### src/rtl/dcache_axi_read_arbiter.sv
// Shares one AXI read channel (AR + R) between several memory requesters.
// AR requests are granted round-robin. Each granted ID is prefixed with the
// requester index, and R beats are routed back to their requester by that
// prefix. Every requester may have at most MAX_OUTSTANDING bursts in flight.
module dcache_axi_read_arbiter #(
  parameter int MASTER_NUM      = 3,
  parameter int MID_WIDTH       = 4,
  parameter int ADDR_WIDTH      = 34,
  parameter int DATA_WIDTH      = 64,
  parameter int MAX_OUTSTANDING = 2,
  parameter int SEL_WIDTH       = $clog2(MASTER_NUM)
) (
  input  logic                                  clk,
  input  logic                                  rst,
  // requester side
  input  logic [MASTER_NUM-1:0]                 m_ar_valid,
  output logic [MASTER_NUM-1:0]                 m_ar_ready,
  input  logic [MASTER_NUM-1:0][ADDR_WIDTH-1:0] m_ar_addr,
  input  logic [MASTER_NUM-1:0][MID_WIDTH-1:0]  m_ar_id,
  input  logic [MASTER_NUM-1:0][7:0]            m_ar_len,
  input  logic [MASTER_NUM-1:0][2:0]            m_ar_size,
  input  logic [MASTER_NUM-1:0][1:0]            m_ar_burst,
  output logic [MASTER_NUM-1:0]                 m_r_valid,
  input  logic [MASTER_NUM-1:0]                 m_r_ready,
  output logic [DATA_WIDTH-1:0]                 m_r_data,
  output logic [MID_WIDTH-1:0]                  m_r_id,
  output logic [1:0]                            m_r_resp,
  output logic                                  m_r_last,
  // bus side
  output logic                                  s_ar_valid,
  input  logic                                  s_ar_ready,
  output logic [ADDR_WIDTH-1:0]                 s_ar_addr,
  output logic [SEL_WIDTH+MID_WIDTH-1:0]        s_ar_id,
  output logic [7:0]                            s_ar_len,
  output logic [2:0]                            s_ar_size,
  output logic [1:0]                            s_ar_burst,
  input  logic                                  s_r_valid,
  output logic                                  s_r_ready,
  input  logic [DATA_WIDTH-1:0]                 s_r_data,
  input  logic [SEL_WIDTH+MID_WIDTH-1:0]        s_r_id,
  input  logic [1:0]                            s_r_resp,
  input  logic                                  s_r_last,
  output logic                                  err_bad_id
);

  localparam int                 TAG_WIDTH = SEL_WIDTH + MID_WIDTH;
  localparam logic [1:0]         MAX_OUT   = 2'(MAX_OUTSTANDING);
  localparam logic [SEL_WIDTH:0] NUM_TAGS  = (SEL_WIDTH + 1)'(MASTER_NUM);
  localparam logic [SEL_WIDTH-1:0] LAST_IDX = SEL_WIDTH'(MASTER_NUM - 1);

  typedef enum logic [0:0] {
    IDLE  = 1'b0,
    GRANT = 1'b1
  } state_t;

  state_t                 state_reg, state_next;
  logic [SEL_WIDTH-1:0]   grant_idx_reg, grant_idx_next;
  logic [SEL_WIDTH-1:0]   rr_ptr_reg, rr_ptr_next;
  logic                   err_bad_id_reg;

  logic [MASTER_NUM-1:0]  eligible;
  logic                   pick_found;
  logic [SEL_WIDTH-1:0]   pick_idx;
  logic [SEL_WIDTH-1:0]   cand_idx;
  logic                   ar_hs;
  logic [SEL_WIDTH-1:0]   r_sel;
  logic                   r_sel_ok;

  assign ar_hs    = s_ar_valid && s_ar_ready;
  assign r_sel    = s_r_id[TAG_WIDTH-1 -: SEL_WIDTH];
  assign r_sel_ok = {1'b0, r_sel} < NUM_TAGS;

  // Per-requester in-flight burst counters; eligibility gates increments, so
  // a counter never exceeds MAX_OUTSTANDING and cannot wrap.
  for (genvar gi = 0; gi < MASTER_NUM; gi++) begin : g_req
    logic [1:0] cnt_reg;
    logic       inc;
    logic       dec;

    assign inc          = ar_hs && (grant_idx_reg == SEL_WIDTH'(gi));
    assign dec          = s_r_valid && s_r_ready && s_r_last && r_sel_ok
                          && (r_sel == SEL_WIDTH'(gi));
    assign eligible[gi] = m_ar_valid[gi] && (cnt_reg < MAX_OUT);

    // Count issued bursts up and completed bursts down; both at once cancel.
    always_ff @(posedge clk or negedge rst) begin
      if (!rst) begin
        cnt_reg <= '0;
      end else if (inc && !dec) begin
        cnt_reg <= cnt_reg + 2'd1;
      end else if (dec && !inc) begin
        cnt_reg <= cnt_reg - 2'd1;
      end
    end
  end

  // Round-robin search: first eligible requester at or after rr_ptr.
  always_comb begin
    pick_found = 1'b0;
    pick_idx   = '0;
    cand_idx   = '0;
    for (int k = 0; k < MASTER_NUM; k++) begin
      cand_idx = SEL_WIDTH'((int'(rr_ptr_reg) + k) % MASTER_NUM);
      if (!pick_found && eligible[cand_idx]) begin
        pick_found = 1'b1;
        pick_idx   = cand_idx;
      end
    end
  end

  // Arbiter state register, plus the registered bad-tag pulse.
  always_ff @(posedge clk or negedge rst) begin
    if (!rst) begin
      state_reg      <= IDLE;
      grant_idx_reg  <= '0;
      rr_ptr_reg     <= '0;
      err_bad_id_reg <= 1'b0;
    end else begin
      state_reg      <= state_next;
      grant_idx_reg  <= grant_idx_next;
      rr_ptr_reg     <= rr_ptr_next;
      err_bad_id_reg <= s_r_valid && !r_sel_ok;
    end
  end

  // Next-state and AR handshake control; a grant stays locked until accepted.
  always_comb begin
    state_next     = state_reg;
    grant_idx_next = grant_idx_reg;
    rr_ptr_next    = rr_ptr_reg;
    s_ar_valid     = 1'b0;
    m_ar_ready     = '0;
    case (state_reg)
      IDLE: begin
        if (pick_found) begin
          grant_idx_next = pick_idx;
          state_next     = GRANT;
        end
      end
      GRANT: begin
        s_ar_valid                = 1'b1;
        m_ar_ready[grant_idx_reg] = s_ar_ready;
        if (s_ar_ready) begin
          state_next  = IDLE;
          rr_ptr_next = (grant_idx_reg == LAST_IDX) ? '0 : grant_idx_reg + 1'b1;
        end
      end
      default: state_next = IDLE;
    endcase
  end

  // AR payload of the granted requester; held at zero while no grant is active.
  always_comb begin
    s_ar_addr  = '0;
    s_ar_id    = '0;
    s_ar_len   = '0;
    s_ar_size  = '0;
    s_ar_burst = '0;
    if (state_reg == GRANT) begin
      s_ar_addr  = m_ar_addr[grant_idx_reg];
      s_ar_id    = {grant_idx_reg, m_ar_id[grant_idx_reg]};
      s_ar_len   = m_ar_len[grant_idx_reg];
      s_ar_size  = m_ar_size[grant_idx_reg];
      s_ar_burst = m_ar_burst[grant_idx_reg];
    end
  end

  // R routing by tag; beats with an unknown tag are accepted and dropped.
  always_comb begin
    m_r_valid = '0;
    s_r_ready = 1'b1;
    if (r_sel_ok) begin
      m_r_valid[r_sel] = s_r_valid;
      s_r_ready        = m_r_ready[r_sel];
    end
  end

  assign m_r_data   = s_r_data;
  assign m_r_id     = s_r_id[MID_WIDTH-1:0];
  assign m_r_resp   = s_r_resp;
  assign m_r_last   = s_r_last;
  assign err_bad_id = err_bad_id_reg;

endmodule

### config.mk
export PLATFORM = sky130hd
export DESIGN_NAME = dcache_axi_read_arbiter
export DESIGN_NICKNAME = d
export VERILOG_FILES = /design/src/rtl/dcache_axi_read_arbiter.sv
export SDC_FILE = /design/constraint.sdc
export NUM_CORES = 1
export LEC_CHECK = 0
export ABC_CLOCK_PERIOD_IN_PS = 2690
export CORE_AREA = 3 3 144 146
export DETAILED_ROUTE_END_ITERATION = 16
export DIE_AREA = 0 0 147 149
export HOLD_SLACK_MARGIN = 0.08
export PLACE_DENSITY_LB_ADDON = 0.2
export SLEW_MARGIN = 20
export SYNTH_ARGS = -nofsm -noshare
export SYNTH_HDL_FRONTEND = slang
export SYNTH_SLANG_ARGS = --single-unit
### constraint.sdc
create_clock -name clk -period 2.69 [get_ports clk]
set_clock_uncertainty 0.15 [all_clocks]
set_input_delay 0.4035 -clock clk [delete_from_list [all_inputs] [get_ports clk]]
set_output_delay 0.4035 -clock clk [all_outputs]
set_load 0.01 [all_outputs]
==> results.tsv, run 1 <==
metric	value	unit
grt_pass1_vias	3190	
slew_headroom	62.1	%
cp.required	2.14	ns
crit_path_max_fanout	27	
post_drt_wl_per_cell	15.6	um
syn_area_per_cell	7.19	sq um
rrSetupSlack	0.50	ns
fill_cells	2166	
ys_types	39	
clk_pin_slew_worst_paths	0.04	ns
htreeDepth	1	
total_leakage_power	1.91	nW
hp-class	flop to flop	
grtUsageTotal	10.4	%
cts_max_path_buffers	2	
placed_area	0.00486	sq mm
cts_tree	yes	
core_area	0.0195	sq mm
startpoint_type	flop	
design_area	0.00495	sq mm
rsz0062_at_grt	no	
endpoint_kind	output port	
dp_hpwl	10200	um
path_class	flop to output port	
grt_pass1_wl	18500	um
vias	3069	
dieWidth	147	um
row_count	51	
ys_seq_area_share	10.7	%
layout-area-overhead-vs-synth	77.1	%
clock.fmax	390	MHz
peakVddDrop	0.000301	V
synth-seq-cells	12	
drv_cap	0	
drtAntennaViolNets	0	
ios	369	
numCtsBuffers	3	
drv_slew	0	
firstDrtPassIters	4	
avgViaCountPerCell	3.84	
die_y	149	um
cp_data_arrival_time	2.01	ns
syn-cell-area	0.00280	sq mm
yosys.area_share.simple	27.9	%
start_util	14.3	%
final_nets	778	
finalCritPeriodShare	95.4	%
total_power	0.00413	W
synth_compound_area_share	13.3	%
largest_reg_flops	6	
grt-ovfl-total	0	
die-area	0.0219	sq mm
synthesis.nets	631	
cts-root-buf	clkbuf_16	
routed_wl	12500	um
gp_congestion	0.780	
synth.area.mux_share	18.2	%
drive_above_1_share	4.86	%
final_core_utilization	25.4	%
antenna_found_initial	0	
clk_latency	0.24	ns
finalHoldViolCount	0	
synth_xor_area_share	2.82	%
grt_start_max_net_pins	37	
finalCriticalPeriod	2.57	ns
worstMarginPinSlew	0.566	ns
p_per_area	833	mW/mm^2
port_buffers	228	
setup_viol_count_final	0	
synth_top_family_by_area	simple AND/OR/NAND/NOR gates	
antenna_cells	0	
drc	0	
synthAdderAreaFrac	2.68	%
synthCells	389	
clock-sinks	12	
ys_warn_count	0	
drt-initial-drc-count	75	
finalSetupTns	0	ns
outcome	completed	
[repair_timing]
action                     4_1_cts  5_1_grt
setup endpoints to repair        0        5
buffers inserted                 0        0
gates resized for setup          0        1
hold buffers                     0        0
[area by class of cell]
cell class                 instances  area, sq um  share of cell area [%]
timing repair buffer             237         2390                    48.3
multi-input combinational        278         1820                    36.8
tap                              265          332                    6.69
sequential                        12          305                    6.16
clock buffer                       4         88.8                    1.79
inverter                           4         15.0                   0.303
[worst paths after layout]
kind | startpoint | endpoint | cells past startpoint
setup / recovery | grant_idx_reg[0] | s_ar_len[4] | 5
hold / removal | g_req[1].cnt_reg[0] | g_req[1].cnt_reg[0] | 1
setup reg to reg | rr_ptr_reg[0] | grant_idx_reg[0] | 6
hold reg to reg | g_req[1].cnt_reg[0] | g_req[1].cnt_reg[0] | 1
max in group asynchronous | rst | grant_idx_reg[0] | 1
min in group asynchronous | rst | rr_ptr_reg[0] | 1
[per-stage QoR]
stage	worst slack [ns]	cells	hold WS, ns
2_1_floorplan	0.700	389	-0.0421
3_3_place_gp	0.298	796	0.328
3_5_place_dp	0.296	796	0.333
4_1_cts	0.0435	800	0.342
5_1_grt	0.0180	800	0.360
6_report	0.124	800	0.342
[synth_stat cells, drive strengths merged]
cell type  count  area (sq um)
mux2i         51           510
a21o           2          15.0
nand2         57           214
ha             6          75.1
a211o          1          8.76
or2b           5          43.8
inv            4          15.0
or3b           3          26.3
o221ai         1          8.76
nand3b         1          7.51
a311o          1          11.3
dfrtp         12           300
and2b          2          16.3
o21a           1          7.51
buf           82           608
a32oi          1          16.3
or2            1          6.26
nor3b          4          30.0
a31oi          1          6.26
o2111a         1          11.3
a211oi         1          7.51
clkbuf        13          58.8
xnor2          3          26.3
o21ai         51           255
nand4bb        1          11.3
a21oi          4          23.8
nor3           1          5.00
nor2          11          41.3
xor2           6          52.6
and3           3          18.8
nand3          3          15.0
nor2b          2          12.5
and2          53           332
[power breakdown]
group	switching [W]	total [W]	internal (W)
Clock	0.0000759	0.000300	0.000224
Sequential	0.0000897	0.000366	0.000276
Combinational	0.00160	0.00346	0.00186
[critical path, stage by stage, from the launching register on]
cell,delay (ns)
dfrtp_4,0.46
buf_12,0.22
mux2i_1,0.28
o21ai_0,0.11
and2_1,0.17
clkdlybuf4s50_1,0.49
[cells in the final DEF (no fill, tap or decap), types with 2 or more instances in the layout]
master,instances
clkdlybuf4s50_1,228
nand2_1,57
and2_1,53
mux2i_1,51
o21ai_0,51
nor2_1,11
dfrtp_1,10
xor2_1,6
ha_1,6
or2b_2,5
buf_4,5
nor3b_1,4
inv_1,4
and3_1,3
nand3_1,3
a21oi_1,3
xnor2_1,3
clkbuf_16,3
buf_12,3
or3b_1,2
a21o_1,2
[routing by layer]
layer / track usage [%] / wire length [um]
met3: 3.59 / 1440
met1: 11.7 / 4580
met2: 19.3 / 6370
met5: 0 / 0
met4: 1.58 / 133
[cell families (layout without fill, tap and decap cells)]
family                     Yosys count  after routing
AOI/OAI and AO/OA                   65             65
DFF                                 12             12
and+or+nand+nor                    147            147
buffers and inverters               99            245
muxes                               51             51
adders and majority gates            6              6
xor gates and xnor gates             9              9
Note: power is estimated with default switching activity, not from simulation.
==> run 2: changes to the inputs <==
--- a/config.mk
+++ b/config.mk
@@ -9,7 +9,7 @@
 export CORE_AREA = 3 3 144 146
 export DETAILED_ROUTE_END_ITERATION = 16
 export DIE_AREA = 0 0 147 149
-export HOLD_SLACK_MARGIN = 0.08
+export GPL_ROUTABILITY_DRIVEN = 0
 export PLACE_DENSITY_LB_ADDON = 0.2
 export SLEW_MARGIN = 20
 export SYNTH_ARGS = -nofsm -noshare
==> results of run 2 <==
No change in the layout: final DEF, timing and power equal those of run 1.
==> run 3: changes to the inputs <==
--- a/config.mk
+++ b/config.mk
@@ -6,10 +6,12 @@
 export NUM_CORES = 1
 export LEC_CHECK = 0
 export ABC_CLOCK_PERIOD_IN_PS = 2690
+export CAP_MARGIN = 30
 export CORE_AREA = 3 3 144 146
 export DETAILED_ROUTE_END_ITERATION = 16
 export DIE_AREA = 0 0 147 149
 export GPL_ROUTABILITY_DRIVEN = 0
+export MAX_ROUTING_LAYER = met4
 export PLACE_DENSITY_LB_ADDON = 0.2
 export SLEW_MARGIN = 20
 export SYNTH_ARGS = -nofsm -noshare
==> results.tsv, run 3 (synthesized netlist as in run 1, its figures left out) <==
metric	value	unit	change
outcome	completed		
startpoint_type	flop		
design_area	0.00495	sq mm	unchanged
finalCritPeriodShare	95.2	%	-0.14 points
endpoint_kind	output port		
final_cell_mix	clkdlybuf4s50_1 (228), nand2_1 (57), and2_1 (53), mux2i_1 (51), o21ai_0 (51)		
power_frac_seq	8.9	%	about the same
p_sw	0.00177	W	about the same
final_nets	778		unchanged
combPwrFrac	83.9	%	about the same
grt_pass1_wl	18500	um	-0.23%
numCtsBuffers	3		unchanged
drv_cap	0		unchanged
setup_viol_count_final	0		unchanged
cp_data_arrival_time	2.01	ns	about the same
worstMarginPinSlew	0.563	ns	-0.00313 ns
grt_pass1_vias	3203		+0.41%
antenna_cells	0		unchanged
drc	0		unchanged
sw_frac_of_total	42.8	%	about the same
drtAntennaViolNets	0		unchanged
row_count	51		unchanged
firstDrtPassIters	4		unchanged
grt_start_max_net_pins	37		unchanged
cp.required	2.14	ns	about the same
drv_slew	0		unchanged
grtUsageTotal	10.7	%	+0.29 points
finalSetupTns	0	ns	unchanged
post_drt_wl_per_cell	15.6	um	about the same
ios	369		unchanged
p_per_area	833	mW/mm^2	about the same
hp-class	flop to flop		
crit_path_max_fanout	27		unchanged
cts_setup_buffers	0		unchanged
slew_headroom	62.3	%	+0.21 points
dieWidth	147	um	unchanged
total_leakage_power	1.91	nW	unchanged
cts_max_path_buffers	2		unchanged
die_y	149	um	unchanged
start_util	14.3	%	unchanged
drt-initial-drc-count	99		+32%
path_cells	buf_12, mux2i_1, o21ai_0, and2_1, clkdlybuf4s50_1		
finalCriticalPeriod	2.56	ns	-0.00374 ns
p_clk_share	7.3	%	about the same
cts-root-buf	clkbuf_16		
drive_above_1_share	4.86	%	unchanged
placed_area	0.00486	sq mm	unchanged
dp_hpwl	10200	um	unchanged
port_buffers	228		unchanged
multi_input_area	0.00182	sq mm	unchanged
final_common_cell	clkdlybuf4s50_1		
path_class	flop to output port		
max_stage_delay	0.55	ns	+0.06 ns
clock.fmax	390	MHz	+0.15%
antenna_found_initial	0		unchanged
rsz0062_at_grt	no		
regArea	305	sq um	unchanged
clk_latency	0.24	ns	about the same
htreeDepth	1		unchanged
die-area	0.0219	sq mm	unchanged
cts_tree	yes		
p_int	0.00236	W	about the same
clk_pin_slew_worst_paths	0.04	ns	about the same
largest_reg_flops	6		unchanged
layout-area-overhead-vs-synth	77.1	%	unchanged
peakVddDrop	0.000301	V	about the same
grt-ovfl-total	0		unchanged
fill_cells	2166		unchanged
routed_wl	12500	um	about the same
cp_slowest_cell	clkdlybuf4s50_1		
vias	3079		+0.33%
clock-sinks	12		unchanged
core_area	0.0195	sq mm	unchanged
avgViaCountPerCell	3.85		+0.33%
finalHoldViolCount	0		unchanged
[run 3: cell counts in the layout (fill, tap and decap cells not counted)]
No cell type changed its count.
[run 3: final timing paths]
kind                                startpoint                  end  slack, ns  cells after the start
hold / removal             g_req[1].cnt_reg[0]  g_req[1].cnt_reg[0]       0.34                      1
setup reg to reg                 rr_ptr_reg[0]     grant_idx_reg[0]       0.51                      6
max in group asynchronous                  rst     grant_idx_reg[0]       1.59                      1
hold reg to reg            g_req[1].cnt_reg[0]  g_req[1].cnt_reg[0]       0.34                      1
setup / recovery              grant_idx_reg[0]          s_ar_len[4]       0.13                      5
min in group asynchronous                  rst        rr_ptr_reg[0]       0.38                      1
[run 3: power by group through the flow]
stage | sequential [W] | combinational, W | clock, W
floorplan | 0.000335 | 0.00201 | 0
global placement | 0.000366 | 0.00351 | 0
detailed placement | 0.000371 | 0.00351 | 0
CTS | 0.000369 | 0.00353 | 0.000311
global route | 0.000383 | 0.00378 | 0.000326
finish | 0.000366 | 0.00346 | 0.000300
[run 3: per-layer routing]
metal | wire (um) | vias up | track usage, %
li1 | - | 1519 | -
met1 | 4710 | 1353 | 12.0
met2 | 6380 | 199 | 19.3
met3 | 1290 | 8 | 2.95
met4 | 133 | 0 | 1.58
met5 | 0 | - | -
[run 3: through the flow]
step	utilization [%]	power [W]	setup WS [ns]	instances	hold slack (ns)
after floorplan	-	0.00234	0.700	389	-0.0421
after global placement	24.9	0.00387	0.298	796	0.328
after detailed placement	24.9	0.00388	0.296	796	0.333
after CTS	25.4	0.00421	0.0435	800	0.342
after global routing	25.4	0.00449	0.0183	800	0.360
final	25.4	0.00413	0.128	800	0.342
[run 3: area by class of cell]
cell class	count	area share [%]
repair buffers	237	48.3
multi-input cells	278	36.8
well taps	265	6.69
flip-flops and latches	12	6.16
clock buffers	4	1.79
inverters	4	0.303
[run 3: worst max-delay path: cells and delay by family (launching register included)]
kind / cells / cell delay (ns)
AOI/OAI and AO/OA: 1 / 0.17
buffers and inverters: 2 / 0.74
DFF: 1 / 0.52
muxes: 1 / 0.17
and+or+nand+nor: 1 / 0.15
[run 3: timing repair]
action                     in CTS  in global routing
hold buffers                    0                  0
gates resized for setup         0                  1
setup endpoints to repair       0                  5
